===== config.mk =====
export PLATFORM = sky130hd
export DESIGN_NAME = systolic_feeder
export DESIGN_NICKNAME = d
export VERILOG_FILES = /design/src/rtl/tpu_pkg.sv /design/src/rtl/skew_gen.sv /design/src/rtl/systolic_feeder.sv
export SDC_FILE = /design/constraint.sdc
export NUM_CORES = 1
export LEC_CHECK = 0
export ABC_CLOCK_PERIOD_IN_PS = 3100
export CORE_UTILIZATION = 39
export DETAILED_ROUTE_END_ITERATION = 8
export HOLD_SLACK_MARGIN = 0.12
export PLACE_DENSITY = 0.76
export SLEW_MARGIN = 25
export SYNTH_ARGS = -nofsm -noshare
export SYNTH_HDL_FRONTEND = slang
export SYNTH_HIERARCHICAL = 1
export SYNTH_SLANG_ARGS = --single-unit

===== constraint.sdc =====
create_clock -name clk -period 3.1 [get_ports clk]
set_input_delay 0.775 -clock clk [delete_from_list [all_inputs] [get_ports clk]]
set_output_delay 0.775 -clock clk [all_outputs]
set_load 0.005 [all_outputs]

===== src/rtl/tpu_pkg.sv =====
// Shared constants and FSM encoding for the systolic array feeder.
package tpu_pkg;

  localparam int DATA_SIZE = 8;
  localparam int N         = 4;
  localparam int ACC_W     = 2 * DATA_SIZE;

  typedef enum logic [2:0] {
    IDLE,
    LOAD,
    CLEAR,
    FEED,
    FLUSH,
    CAPTURE,
    DRAIN
  } state_e;

endpackage


===== src/rtl/skew_gen.sv =====
// Diagonal skew of stored A rows / B columns for feed step t (combinational).
module skew_gen
  import tpu_pkg::*;
#(
  parameter int DW = DATA_SIZE,
  parameter int TW = 4
) (
  input  logic [TW-1:0]     t_i,
  input  logic [N*N*DW-1:0] a_rows_i,
  input  logic [N*N*DW-1:0] b_cols_i,
  output logic [N*DW-1:0]   sa_a_o,
  output logic [N*DW-1:0]   sa_b_o
);

  // Both stores use slot (lane*N + k): A[lane][k] and B[k][lane] share the same index form.
  always_comb begin
    sa_a_o = '0;
    sa_b_o = '0;
    for (int i = 0; i < N; i++) begin
      for (int k = 0; k < N; k++) begin
        if (int'(t_i) == i + k) begin
          sa_a_o[i*DW +: DW] = a_rows_i[(i*N+k)*DW +: DW];
          sa_b_o[i*DW +: DW] = b_cols_i[(i*N+k)*DW +: DW];
        end
      end
    end
  end

endmodule


===== src/rtl/systolic_feeder.sv =====
// Loads A/B, clears and feeds the 4x4 output-stationary array, then returns C row by row.
module systolic_feeder
  import tpu_pkg::*;
#(
  parameter int DATA_SIZE    = 8,
  parameter int FLUSH_CYCLES = 8
) (
  input  logic                       clk,
  input  logic                       rst,
  input  logic                       ld_valid,
  output logic                       ld_ready,
  input  logic [N*DATA_SIZE-1:0]     ld_a_row,
  input  logic [N*DATA_SIZE-1:0]     ld_b_col,
  output logic                       sa_rst,
  output logic [N*DATA_SIZE-1:0]     sa_a,
  output logic [N*DATA_SIZE-1:0]     sa_b,
  input  logic [N*N*2*DATA_SIZE-1:0] sa_c,
  output logic                       res_valid,
  input  logic                       res_ready,
  output logic [N*2*DATA_SIZE-1:0]   res_row,
  output logic                       busy
);

  localparam int RW = 2 * DATA_SIZE;
  localparam int CW = $clog2(FLUSH_CYCLES + 2*N);

  state_e                     state_q, state_d;
  logic [CW-1:0]              cnt_q, cnt_d;
  logic [N*N*DATA_SIZE-1:0]   a_q, b_q;
  logic [N*N*RW-1:0]          bank_q;
  logic [N*DATA_SIZE-1:0]     sa_a_q, sa_b_q, skew_a, skew_b;
  logic                       ld_ready_q, sa_rst_q, res_valid_q, busy_q;
  logic                       ld_hs, res_hs;

  assign ld_hs  = ld_valid && ld_ready_q;
  assign res_hs = res_valid_q && res_ready;

  // cnt is the beat index k in LOAD, step t in FEED, flush count, and row r in DRAIN.
  always_comb begin
    state_d = state_q;
    cnt_d   = cnt_q;
    unique case (state_q)
      IDLE: if (ld_hs) begin
        state_d = LOAD;
        cnt_d   = CW'(1);
      end
      LOAD: if (ld_hs) begin
        if (cnt_q == CW'(N-1)) begin
          state_d = CLEAR;
          cnt_d   = '0;
        end else begin
          cnt_d = cnt_q + CW'(1);
        end
      end
      CLEAR: begin
        state_d = FEED;
        cnt_d   = '0;
      end
      FEED: if (cnt_q == CW'(2*N-2)) begin
        state_d = FLUSH;
        cnt_d   = '0;
      end else begin
        cnt_d = cnt_q + CW'(1);
      end
      FLUSH: if (cnt_q == CW'(FLUSH_CYCLES-1)) begin
        state_d = CAPTURE;
        cnt_d   = '0;
      end else begin
        cnt_d = cnt_q + CW'(1);
      end
      CAPTURE: begin
        state_d = DRAIN;
        cnt_d   = '0;
      end
      DRAIN: if (res_hs) begin
        if (cnt_q == CW'(N-1)) begin
          state_d = IDLE;
          cnt_d   = '0;
        end else begin
          cnt_d = cnt_q + CW'(1);
        end
      end
      default: begin
        state_d = IDLE;
        cnt_d   = '0;
      end
    endcase
  end

  // Skew is taken from the next step so the operands register in with their FEED cycle.
  skew_gen #(
    .DW(DATA_SIZE),
    .TW(CW)
  ) u_skew (
    .t_i      (cnt_d),
    .a_rows_i (a_q),
    .b_cols_i (b_q),
    .sa_a_o   (skew_a),
    .sa_b_o   (skew_b)
  );

  always_ff @(posedge clk) begin
    if (rst) begin
      state_q     <= IDLE;
      cnt_q       <= '0;
      a_q         <= '0;
      b_q         <= '0;
      bank_q      <= '0;
      sa_a_q      <= '0;
      sa_b_q      <= '0;
      ld_ready_q  <= 1'b0;
      sa_rst_q    <= 1'b1;
      res_valid_q <= 1'b0;
      busy_q      <= 1'b0;
    end else begin
      state_q     <= state_d;
      cnt_q       <= cnt_d;
      ld_ready_q  <= (state_d == IDLE) || (state_d == LOAD);
      sa_rst_q    <= (state_d == CLEAR);
      res_valid_q <= (state_d == DRAIN);
      busy_q      <= (state_d != IDLE);
      sa_a_q      <= (state_d == FEED) ? skew_a : '0;
      sa_b_q      <= (state_d == FEED) ? skew_b : '0;
      if (ld_hs) begin
        a_q[cnt_q*N*DATA_SIZE +: N*DATA_SIZE] <= ld_a_row;
        b_q[cnt_q*N*DATA_SIZE +: N*DATA_SIZE] <= ld_b_col;
      end
      if (state_q == CAPTURE) begin
        bank_q <= sa_c;
      end
    end
  end

  assign ld_ready  = ld_ready_q;
  assign sa_rst    = sa_rst_q;
  assign sa_a      = sa_a_q;
  assign sa_b      = sa_b_q;
  assign res_valid = res_valid_q;
  assign busy      = busy_q;
  assign res_row   = res_valid_q ? bank_q[cnt_q*N*RW +: N*RW] : '0;

endmodule


==> results.toml, run 1 <==
[worst_setup_path]
critPathArrivalTime_ps = 2390
crit_type = "flop to primary output"
cpMaxStageDelayCell = "mux4_2"
critPathLaunchType = "flop"
cpPeakStageDelay_ps = 480
cp-startpoint = "cnt_q[0]"
crit_top_cell = "buf_12"
cp_max_fo = 4
r2r-start = "cnt_q[0]"
crit_path_end_kind = "primary output"
required_ps = 2320
crit_chain = "buf_12, buf_12, buf_16, buf_12, buf_6, mux4_2, and3_4, buf_6"

[routing]
wl_um = 84000
detail_route.iter0.violations = 2281
antenna_left = 0
via_per_inst = 5.49
drc = 0
vias = 23200
routedWlPerCell_um = 19.9
dr.pass1.iters = 6

[synth]
synth_edf_count = 0
netlist_top_cells_area = "dfxtp_1 (48%), nand2_1 (12%), a21oi_1 (8.5%)"
synth.top_cell.area_share_pct = 47.8
synthCells = 2930
yosysTopAreaCell = "dfxtp_1"
avgSynthCellArea_um2 = 8.39
yosysWarnings = 6
synth_top_cells_by_count = "nand2_1 (764), dfxtp_1 (587), a21oi_1 (420), nand3_1 (225), clkbuf_1 (213)"
syn_nets = 3258
yosysMostFrequentCell = "nand2_1"
synthArstFlopShare_pct = 0
synth_seq_cells = 587
synth_area_um2 = 24600
synth_cell_type_count = 56
synth-main-ff-cell = "dfxtp_1"
ys_seq_area_share_pct = 47.8

[status]
outcome = "complete, but fails checks"
violations = "setup timing"

[global_routing]
grt_pass1_vias = 22500
antenna_found_initial = 9
grt_start_max_net_pins = 186
gr-usage-all-layers_pct = 25.5
grt_pass1_wl_um = 128000
grt_remaining_overflow = 0

[clocking]
htreeDepth = 2
cts_tree = "yes"
worstSkewPairLatency_ps = 640
hold_buffers = 0
ctsRootBufferMaster = "clkbuf_16"
path_clk_slew_ps = 60
cts_buffers = 61
clock_sinks = 587
clockBufferDepth = 3

[min_path]
hold_class = "flop to flop"
holdCritStartpoint = "a_q[20]"

[floorplanning]
ios = 456
core_um2 = 62100
initial_core_util_pct = 39.6
die-area_um2 = 64100
die_w_um = 253
die_h_um = 253
num_rows = 91

[sta]
rsz0062_at_grt = "true"
fin_crit_sh_pct = 102
worstMarginPinSlew_ps = 1040
hold_violations = 0
finalSetupViolations = 7
fin_ws_ps = -68.0
slew_viol_final = 0
slew_headroom_pct = 30.4
fmax_mhz = 316
finClkSkew_ps = 25.6
period_minus_slack_ps = 3170
finalSetupTns_ps = -176

[power_and_ir_drop]
power_density_nw_per_um2 = 496
p_leak_nw = 12.0
ir_drop_v = 0.000540

[placement]
gp_congestion = 0.865
io_buffers = 455
placed_area_um2 = 30300
place_hpwl_um = 52700

[flow_run]
drv_cap = 0

[final_layout]
drive_above_1_share_pct = 14.9
nNetsFinal = 3651
area_growth_pct = 36.1
final_cell_area_um2 = 33500
final_core_util_pct = 53.9
cell type report:
cell class,count,area [um^2]
clock inverters,31,379
well taps,837,1050
diodes,8,20.0
inverters,9,37.5
clock buffers,81,1720
fillers,5458,28600
repair buffers,604,6420
flip-flops and latches,587,11800
multi-input cells,2060,12100
what timing repair did:
item | in CTS | in global routing
setup endpoints to repair | 64 | 121
resized for setup | 342 | 59
gates cloned | 9 | 2
hold endpoints to repair | 0 | 0
buffers inserted | 47 | 11
pin swaps | 2 | 2
final timing paths:
path	slack, ps	endpoint	cells after the start
setup / recovery	-70	res_row[41]	8
hold / removal	450	a_q[20]	2
setup reg to reg	50	sa_a[8]	12
hold reg to reg	450	a_q[20]	2
critical path, delay by kind of cell, from the launching register on:
kind,cells,cell delay (ps)
AND/OR/NAND/NOR,1,200
multiplexers,1,480
buffers and inverters,6,680
flip-flops,1,400
cell families after synthesis:
kind of cell             count (synthesis)  synth area share, %
AO/OA/AOI/OAI                          605                 13.4
XOR/XNOR                                 1               0.0356
adder cells (fa/ha/maj)                  4                0.204
buffers and inverters                  283                 4.82
flip-flops                             587                 47.8
multiplexers                           133                 9.60
AND/OR/NAND/NOR                       1317                 24.2
power by group:
part / leakage (nW) / switching, mW / total [mW] / internal (mW)
Clock: 1.02 / 3.22 / 7.64 / 4.42
Combinational: 6.21 / 0.624 / 1.35 / 0.725
Sequential: 4.73 / 0.0232 / 7.60 / 7.57
Total: 12.0 / 3.87 / 16.6 / 12.7
layout by cell type, fill, tap and decap left out, drive strengths merged, types with 4 or more instances in the layout:
cell type        n
nand2          764
dfxtp          587
a21oi          420
clkdlybuf4s50  390
nand3          225
buf            209
and3           129
o21ai          115
nor2           113
clkbuf          84
mux4            80
mux2i           37
and3b           33
and2            22
a2bb2oi         17
mux2            16
o31ai           16
clkinv          15
a221oi          13
inv             11
diode            8
clkinvlp         8
bufinv           6
nor2b            4
a222oi           4
nor3b            4
a31oi            4
ha               4
state kept, by name, summed over array words and instances, names as in the netlist:
name       flops
res_valid      1
sa_a          32
ld_ready       1
bank_q       256
cnt_q          4
b_q          128
sa_rst         1
a_q          128
state_q        3
sa_b          32
busy           1
layer usage:
layer	GRT usage, %	vias up	routed length, um
met3	5.19	246	7530
met1	32.3	11000	33100
met4	12.9	6	4120
met2	41.2	1107	39200
met5	0	-	40
li1	-	10800	-
stage by stage:
step	instances	power, mW	hold slack [ps]	worst slack, ps
floorplan	2930	8.19	424	1.20
global placement	4043	8.89	433	-237
detailed placement	4043	8.89	438	-342
CTS	4211	16.7	450	-115
global route	4214	17.0	459	-140
finish	4217	16.6	449	-68.0
(Power assumes the default switching activity.)
==> run 2, diff against run 1 <==
--- a/config.mk
+++ b/config.mk
@@ -7,6 +7,7 @@
 export LEC_CHECK = 0
 export ABC_CLOCK_PERIOD_IN_PS = 3100
 export CORE_UTILIZATION = 39
+export CTS_BUF_LIST = sky130_fd_sc_hd__clkbuf_16
 export DETAILED_ROUTE_END_ITERATION = 8
 export HOLD_SLACK_MARGIN = 0.12
 export PLACE_DENSITY = 0.76
==> run 2 against run 1 <==
Effect of this change: the run still ends with setup timing left; count of clock-buffer cells in the layout fell by 20; utilization fell by 0.11 points; global-route usage barely moved; via count rose by 0.60%; worst hold slack barely moved.
==> results.toml, run 2 (synthesis results as in run 1) <==
[status]
outcome = "complete, but fails checks"
violations = "setup timing"

[routing]
vias = 23300
drc = 0
detail_route.iter0.violations = 2531
antenna_left = 0
wl_um = 84400
routedWlPerCell_um = 20.0
dr.pass1.iters = 6
via_per_inst = 5.52

[power_and_ir_drop]
ir_drop_v = 0.000473
power_density_nw_per_um2 = 487
finalPower_mw = 16.3
p_leak_nw = 11.9

[floorplanning]
die_h_um = 253
die_w_um = 253
initial_core_util_pct = 39.6
num_rows = 91
die-area_um2 = 64100
core_um2 = 62100
ios = 456

[sta]
period_minus_slack_ps = 3180
slew_headroom_pct = 31.6
finalSetupViolations = 16
fin_crit_sh_pct = 102
rsz0062_at_grt = "true"
fmax_mhz = 315
worstMarginPinSlew_ps = 1030
hold_violations = 0
fin_ws_ps = -76.2
slew_viol_final = 0
finClkSkew_ps = 21.8

[final_layout]
final_cell_mix = "nand2_1 (760), dfxtp_1 (584), a21oi_1 (420)"
reg_top3 = "bank_q x256, a_q x128, b_q x128"
largest_register = "bank_q"
fill_cells = 5464
drive_above_1_share_pct = 14.6
layout_commonest_cell = "nand2_1"
nNetsFinal = 3654
final_core_util_pct = 53.8
area_growth_pct = 35.8
largest_register_ffs = 256

[placement]
gp_congestion = 0.865
place_hpwl_um = 52700
io_buffers = 455

[global_routing]
grt_pass1_wl_um = 128000
top_usage_layer = "met2"
grt_start_max_net_pins = 186
met1_usage_pct = 32.4
gr-usage-all-layers_pct = 25.5
grtUsageMet3_pct = 5.16
antenna_found_initial = 10
grt_pass1_vias = 22500
grt_use_met2_pct = 41.3
grt_remaining_overflow = 0

[clocking]
htreeDepth = 2
cts_tree = "yes"
ctsRootBufferMaster = "clkbuf_16"
path_clk_slew_ps = 60
worstSkewPairLatency_ps = 640
cts_buffers = 61
clockBufferDepth = 3
clock_sinks = 587

[worst_setup_path]
critPathArrivalTime_ps = 2400
cp_max_fo = 4
crit_path_end_kind = "primary output"
crit_type = "flop to primary output"
required_ps = 2320
critPathLaunchType = "flop"

[flow_run]
drv_cap = 0

[min_path]
hold_class = "flop to flop"
## run 2: cell count changes in the layout (fill, tap and decap cells not counted), sizes merged
cell / before / now
clkinv: 15 / 27
clkbuf: 84 / 66
inv: 11 / 19
buf: 209 / 210
## run 2: timing repair
item                                    CTS  global route
setup buffers                            47            11
hold buffers                              0             0
gates resized for setup                 342            57
pin swaps                                 2             3
endpoints found under the setup margin   64           120
cloned                                    9             4
## run 2: worst paths after layout
kind                 start           to  slack, ps  depth (start not counted)
setup / recovery  cnt_q[0]  res_row[42]        -80                          8
hold / removal     a_q[72]      a_q[72]        450                          2
setup reg to reg  cnt_q[0]     sa_a[13]        -30                         13
hold reg to reg    a_q[72]      a_q[72]        450                          2
## run 2: routing by layer
| layer | routed length (um) | vias up |
|---|---|---|
| met3 | 8290 | 263 |
| met1 | 32400 | 11000 |
| met2 | 39400 | 1200 |
| li1 | - | 10800 |
| met5 | 29 | - |
| met4 | 4190 | 4 |
## run 2: area by class of cell
cell class,count,area [um^2],area share [%]
repair buffers,607,6470,19.4
clock buffers,61,1530,4.57
well taps,837,1050,3.14
flip-flops and latches,587,11800,35.2
diodes,8,20.0,0.0600
inverters,9,37.5,0.112
clock inverters,51,454,1.36
multi-input cells,2060,12100,36.2
## run 2: through the flow
| stage | setup WS (ps) | hold WS [ps] | std cells | TNS (ps) | area, um^2 |
|---|---|---|---|---|---|
| after CTS | -115 | 450 | 4211 | -2120 | 33200 |
| after detailed placement | -342 | 438 | 4043 | -14260 | 30300 |
| final | -76.2 | 449 | 4220 | -339 | 33400 |
| after global routing | -143 | 459 | 4219 | -4790 | 33400 |
| after global placement | -237 | 433 | 4043 | -9790 | 30300 |
| after floorplan | 1.20 | 424 | 2930 | 0 | 24600 |
## run 2: power by group
group          switching (mW)  internal [mW]
combinational           0.623          0.724
sequential             0.0232           7.57
clock                    3.22           4.10
## run 2: critical path, stage by stage, from the launching register on
cell and delay (ps):
dfxtp_4 400, buf_12 130, buf_12 130, buf_16 100, buf_12 110, buf_6 100
mux4_2 470, and3_1 180, buf_2 130
==> RTL edit 1: new RTL, settings of run 1 <==
`DATA_SIZE` is set to 8 in 2 places; all go to 4.
--- a/src/rtl/tpu_pkg.sv
+++ b/src/rtl/tpu_pkg.sv
@@ -2,5 +2,5 @@
 package tpu_pkg;
 
-  localparam int DATA_SIZE = 8;
+  localparam int DATA_SIZE = 4;
   localparam int N         = 4;
   localparam int ACC_W     = 2 * DATA_SIZE;
--- a/src/rtl/systolic_feeder.sv
+++ b/src/rtl/systolic_feeder.sv
@@ -3,5 +3,5 @@
   import tpu_pkg::*;
 #(
-  parameter int DATA_SIZE    = 8,
+  parameter int DATA_SIZE    = 4,
   parameter int FLUSH_CYCLES = 8
 ) (
Interface: changed (6 resized); port bits go from 456 to 232. The function was not compared with the original's and may differ.
==> RTL edit 1 against run 1 <==
Clock power down 46%. Final cell count down 48%. Critical path depth down 2. Core utilization down 0.78 points. Sequential cell count down 288. Synthesized area down 46%. Design area down 48%. Count of clock-buffer cells in the layout down 38. Synthesized cell count down 47%. Power down 47%. First-iteration DRC count down 56%. Setup slack better by 0.12 ns. Routed wire length down 54%. Highest routed layer is now met4.
==> RTL edit 1: results (changes against run 1) <==
- Global-route wire length before repair: 60.09 mm (was 128.2 mm)
- Most frequent cells after synthesis: 386 x nand2_1, 299 x dfxtp_1, 259 x a21oi_1 (was 764 x nand2_1, 587 x dfxtp_1, 420 x a21oi_1)
- Dpl hpwl: 25.52 mm (was 52.68 mm)
- Tot GR Track Use: 21.99% (was 25.53%)
- Max stage delay on crit path: 0.55 ns (was 0.48 ns)
- Vias in the first global route: 11,460 (was 22,500)
- Clock network fraction of total power: 46.8% (was 46.1%)
- Synth area leaders: dfxtp_1 45%, nand2_1 11%, a21oi_1 9.8% (was dfxtp_1 48%, nand2_1 12%, a21oi_1 8.5%)
- Top flop regs: bank_q: 128 flops, a_q: 64 flops, b_q: 64 flops (was bank_q: 256 flops, a_q: 128 flops, b_q: 128 flops)
- Initial antenna violation count: 0 (was 9)
- Kind of critical path: register to primary output (unchanged)
- Ratio of cells with drive above 1 in the final layout: 12.66% (was 14.86%)
- Net count, final: 1,916 (was 3,651)
- Largest net degree at the start of global routing: 118 (was 186)
- Num CTS Buffers: 34 (was 61)
- Fillers: 2,972 (was 5,458)
- Arrival @ worst endpoint: 2.27 ns (was 2.39 ns)
- CP endpoint: res_row[11] (was res_row[41])
- Port-buffer cells: 231 (was 455)
- H-tree depth: 2 (unchanged)
- Hold depth: 2 (unchanged)
- Largest delay share family, worst path: buffers and inverters (unchanged)
- Fin Clk Skew: 0.03305 ns (was 0.02559 ns)
- Combinational power: 777 µW (was 1.35 mW)
- FF-to-FF path depth: 13 (was 12)
- Distinct cells, synth: 66 (was 56)
- Worst flop-to-flop path endpoint: sa_a[1] (was sa_a[8])
- Hold_sp: a_q[45] (was a_q[20])
- Number of antenna diodes: 0 (was 8)
- Maximum VDD drop: 467.1 µV (was 540.0 µV)
- Run status: completed (was finished with violations)
- Syn Nets: 1,713 (was 3,258)
- Post-CTS setup buffers: 12 (was 47)
- DR iter-0 viols: 993 (was 2,281)
- Sw Ratio: 23.05% (was 23.33%)
- Yosys warning total: 6 (unchanged)
- CP max FO: 7 (was 4)
- Slew Viols, Final: 0 (unchanged)
- Reg-to-reg slack, setup: 0.10 ns (was 0.05 ns)
- Most common cell in the netlist: nand2_1 (unchanged)
- Hold path endpoint: a_q[45] (was a_q[20])
- Placed cell area: 15,950 µm² (was 30,310 µm²)
- Final Power: 8.741 mW (was 16.59 mW)
- Critical register-to-register path startpoint: cnt_q[0] (unchanged)
- Slowest-stage cell, CP: mux4_2 (unchanged)
- Min-delay worst type: register to register (unchanged)
- Final wirelength: 38.82 mm (was 83.96 mm)
- Pleak: 6.272 nW (was 11.95 nW)
- Vias after detailed routing: 11,900 (was 23,160)
- GPL Wtd Cong: 0.8944 (was 0.8648)
- Clock Latency Late Sink: 0.53 ns (was 0.64 ns)
- Clock tree root driver cell: clkbuf_16 (unchanged)
- Worst slew margin: 46.47% (was 30.43%)
- Post_cts resized: 36 (was 342)
- Fraction of the yosys area taken by sequential cells: 45.41% (was 47.79%)
[RTL edit 1: cell types whose count changed in the layout (fill, tap and decap cells not counted), sizes merged, moves of 40 or more]
| cell | delta |
|---|---|
| clkdlybuf4s50 | -192 |
| and2 | +50 |
| a21oi | -158 |
| o21ai | -102 |
| buf | -138 |
| dfxtp | -288 |
| nor2 | -61 |
| and3 | -95 |
| mux4 | -40 |
| nand3 | -156 |
| nand2 | -378 |
[RTL edit 1: cells by family (layout without fill, tap and decap cells)]
group | count (synthesis) | after routing | share of synthesized area [%]
simple gates | 690 | 690 | 25.27
compound gates | 319 | 319 | 13.31
flops | 299 | 299 | 45.41
buf+inv | 155 | 379 | 5.762
mux | 77 | 77 | 9.748
fa+ha+maj | 4 | 4 | 0.3797
xor+xnor | 1 | 1 | 0.1234
[RTL edit 1: through the flow]
stage          setup slack (ns)  std cells  utilization, %  setup TNS [ns]  hold slack (ns)
3_3_place_gp            -0.1612       2134           48.54          -3.079           0.4377
5_1_grt               -0.008042       2211           53.13       -0.008042           0.4670
4_1_cts                -0.04022       2204           52.45        -0.09647           0.4497
2_1_floorplan            0.2557       1545               -               0           0.4277
6_report                0.05467       2211           53.13               0           0.4505
3_5_place_dp            -0.2519       2134           48.54          -5.965           0.4436
[RTL edit 1: cell type report]
cell class | instances | area share [%]
multi-input cells | 1091 | 37.70
repair buffers | 306 | 17.91
well taps | 442 | 3.167
clock buffers | 43 | 5.467
flip-flops and latches | 299 | 34.31
clock inverters | 14 | 1.103
inverters | 16 | 0.3439
[RTL edit 1: metal layers]
metal  vias to the layer above  GRT usage [%]  wire length (µm)
met5                         -              0                 0
met4                         0          7.410               998
met3                        69          6.359              3650
met2                       529          37.81             18930
met1                      5619          26.09             15240
li1                       5686              -                 -
==> RTL edit 2: new RTL, config.mk and constraints of run 1 <==
Made on the original files. Make the reset (`rst`) asynchronous in one clocked block.
--- a/src/rtl/systolic_feeder.sv
+++ b/src/rtl/systolic_feeder.sv
@@ -100,5 +100,5 @@
   );
 
-  always_ff @(posedge clk) begin
+  always_ff @(posedge clk or posedge rst) begin
     if (rst) begin
       state_q     <= IDLE;
Function: not settled (the Yosys comparison gave no result); the edit may change what the design does.
==> RTL edit 2 against run 1 <==
The flow still finishes with violations (setup timing). Synthesized area is 10% higher. Design area grew 12%. Sequential cell count unchanged. Synthesized cell count is 30% lower. Hold slack improved by 0.036 ns. Setup slack lost 0.032 ns. Non-clock buffer count increased by 33. Routed wire length down 3.7%. Die area is 10% higher. First-iteration DRC count down 39%. Highest routed layer unchanged.
Power is not compared: it rests on default switching activity, and its combinational part moved more than twofold at a synthesized area within 25%.
==> RTL edit 2: results (changes against run 1) <==
- Run status: finished with violations (unchanged)
- Failing checks: setup timing (unchanged)
- Ys flop type: dfrtp_1 (was dfxtp_1)
- Placed cell area: 33,560 µm² (was 30,310 µm²)
- Final wirelength: 80.88 mm (was 83.96 mm)
- Final non-filler cell total: 3,600 (was 4,217)
- Post-synth ARST share: 100.0% (was 0%)
- Num CTS Buffers: 67 (was 61)
- Pre-CTS WS: -0.4882 ns (was -0.3417 ns)
- Syn Nets: 2,391 (was 3,258)
- Ratio of cells with drive above 1 in the final layout: 37.52% (was 14.86%)
- Fin Clk Skew: 0.02819 ns (was 0.02559 ns)
- Dpl hpwl: 53.82 mm (was 52.68 mm)
- Met2 WL: 39.85 mm (was 39.16 mm)
- Most frequent cells after synthesis: 586 x dfrtp_1, 380 x mux2_2, 130 x and3_1 (was 764 x nand2_1, 587 x dfxtp_1, 420 x a21oi_1)
- GPL Wtd Cong: 0.8580 (was 0.8648)
- Vias in the first global route: 20,510 (was 22,500)
- Syn Inst Count: 2,063 (was 2,930)
- Max stage delay on crit path: 0.52 ns (was 0.48 ns)
- Fraction of the yosys area taken by sequential cells: 54.12% (was 47.79%)
- H-tree depth: 3 (was 2)
- Synth area leaders: dfrtp_1 54%, mux2_2 16%, mux4_2 6.5% (was dfxtp_1 48%, nand2_1 12%, a21oi_1 8.5%)
- Distinct cells, synth: 58 (was 56)
- Final period util: 103.2% (was 102.2%)
- Slew @ Worst Pin: 0.5460 ns (was 1.044 ns)
- Setup TNS: -1.333 ns (was -0.1763 ns)
- Arrival @ worst endpoint: 2.43 ns (was 2.39 ns)
- Fin worst setup slack: -0.1001 ns (was -0.06802 ns)
- Initial antenna violation count: 12 (was 9)
- Setup-violating endpoint count in the final report: 28 (was 7)
- Slowest-stage cell, CP: dfrtp_4 (was mux4_2)
- Met1 usage: 27.74% (was 32.32%)
- Tot GR Track Use: 22.60% (was 25.53%)
- GRT met2 Usage: 37.20% (was 41.20%)
- Hold_sp: a_q[39] (was a_q[20])
RTL edit 2: cell types whose count changed in the layout (fill, tap and decap cells not counted), moves of 60 or more:
cell / delta
a21oi_1: -400
dfrtp_1: +583
dfxtp_1: -584
inv_1: +99
mux2_2: +363
mux2i_1: +60
nand2_1: -646
nand3_1: -219
o21ai_1: -90
RTL edit 2: final cells by class:
| class | count | area (µm²) | share of cell area, % |
|---|---|---|---|
| Sequential cell | 587 | 14700 | 39.26 |
| Multi-Input combinational cell | 1211 | 12060 | 32.20 |
| Timing Repair Buffer | 637 | 6902 | 18.44 |
| Clock buffer | 96 | 1967 | 5.254 |
| Tap cell | 931 | 1165 | 3.112 |
| Inverter | 108 | 411.6 | 1.100 |
| Clock inverter | 21 | 215.2 | 0.5748 |
| Antenna cell | 9 | 22.52 | 0.06016 |
RTL edit 2: kinds of logic (layout without fill, tap and decap cells):
group	count (synthesis)	after routing	synth area share [%]
muxes	609	609	28.55
DFF	587	587	54.12
and+or+nand+nor	478	478	9.804
buffers and inverters	266	862	4.342
AOI/OAI and AO/OA	118	119	2.973
adders and majority gates	4	4	0.1844
xor gates and xnor gates	1	1	0.03227
other	0	9	0
RTL edit 2: path summary, 6_finish.rpt:
kind	endpoint	slack (ns)	cells after the start
setup reg to reg	sa_b[23]	-0.04	18
setup / recovery	res_row[2]	-0.10	7
hold reg to reg	a_q[39]	0.48	1
hold / removal	a_q[39]	0.48	1
min in group asynchronous	bank_q[209]	0.65	3
max in group asynchronous	a_q[37]	1.57	4
RTL edit 2: timing repair:
action                                  CTS  global route
setup buffers                            36            32
gates resized for setup                 394           122
pin swaps                                 4            55
endpoints found under the setup margin   65           126
cloned                                    8             3
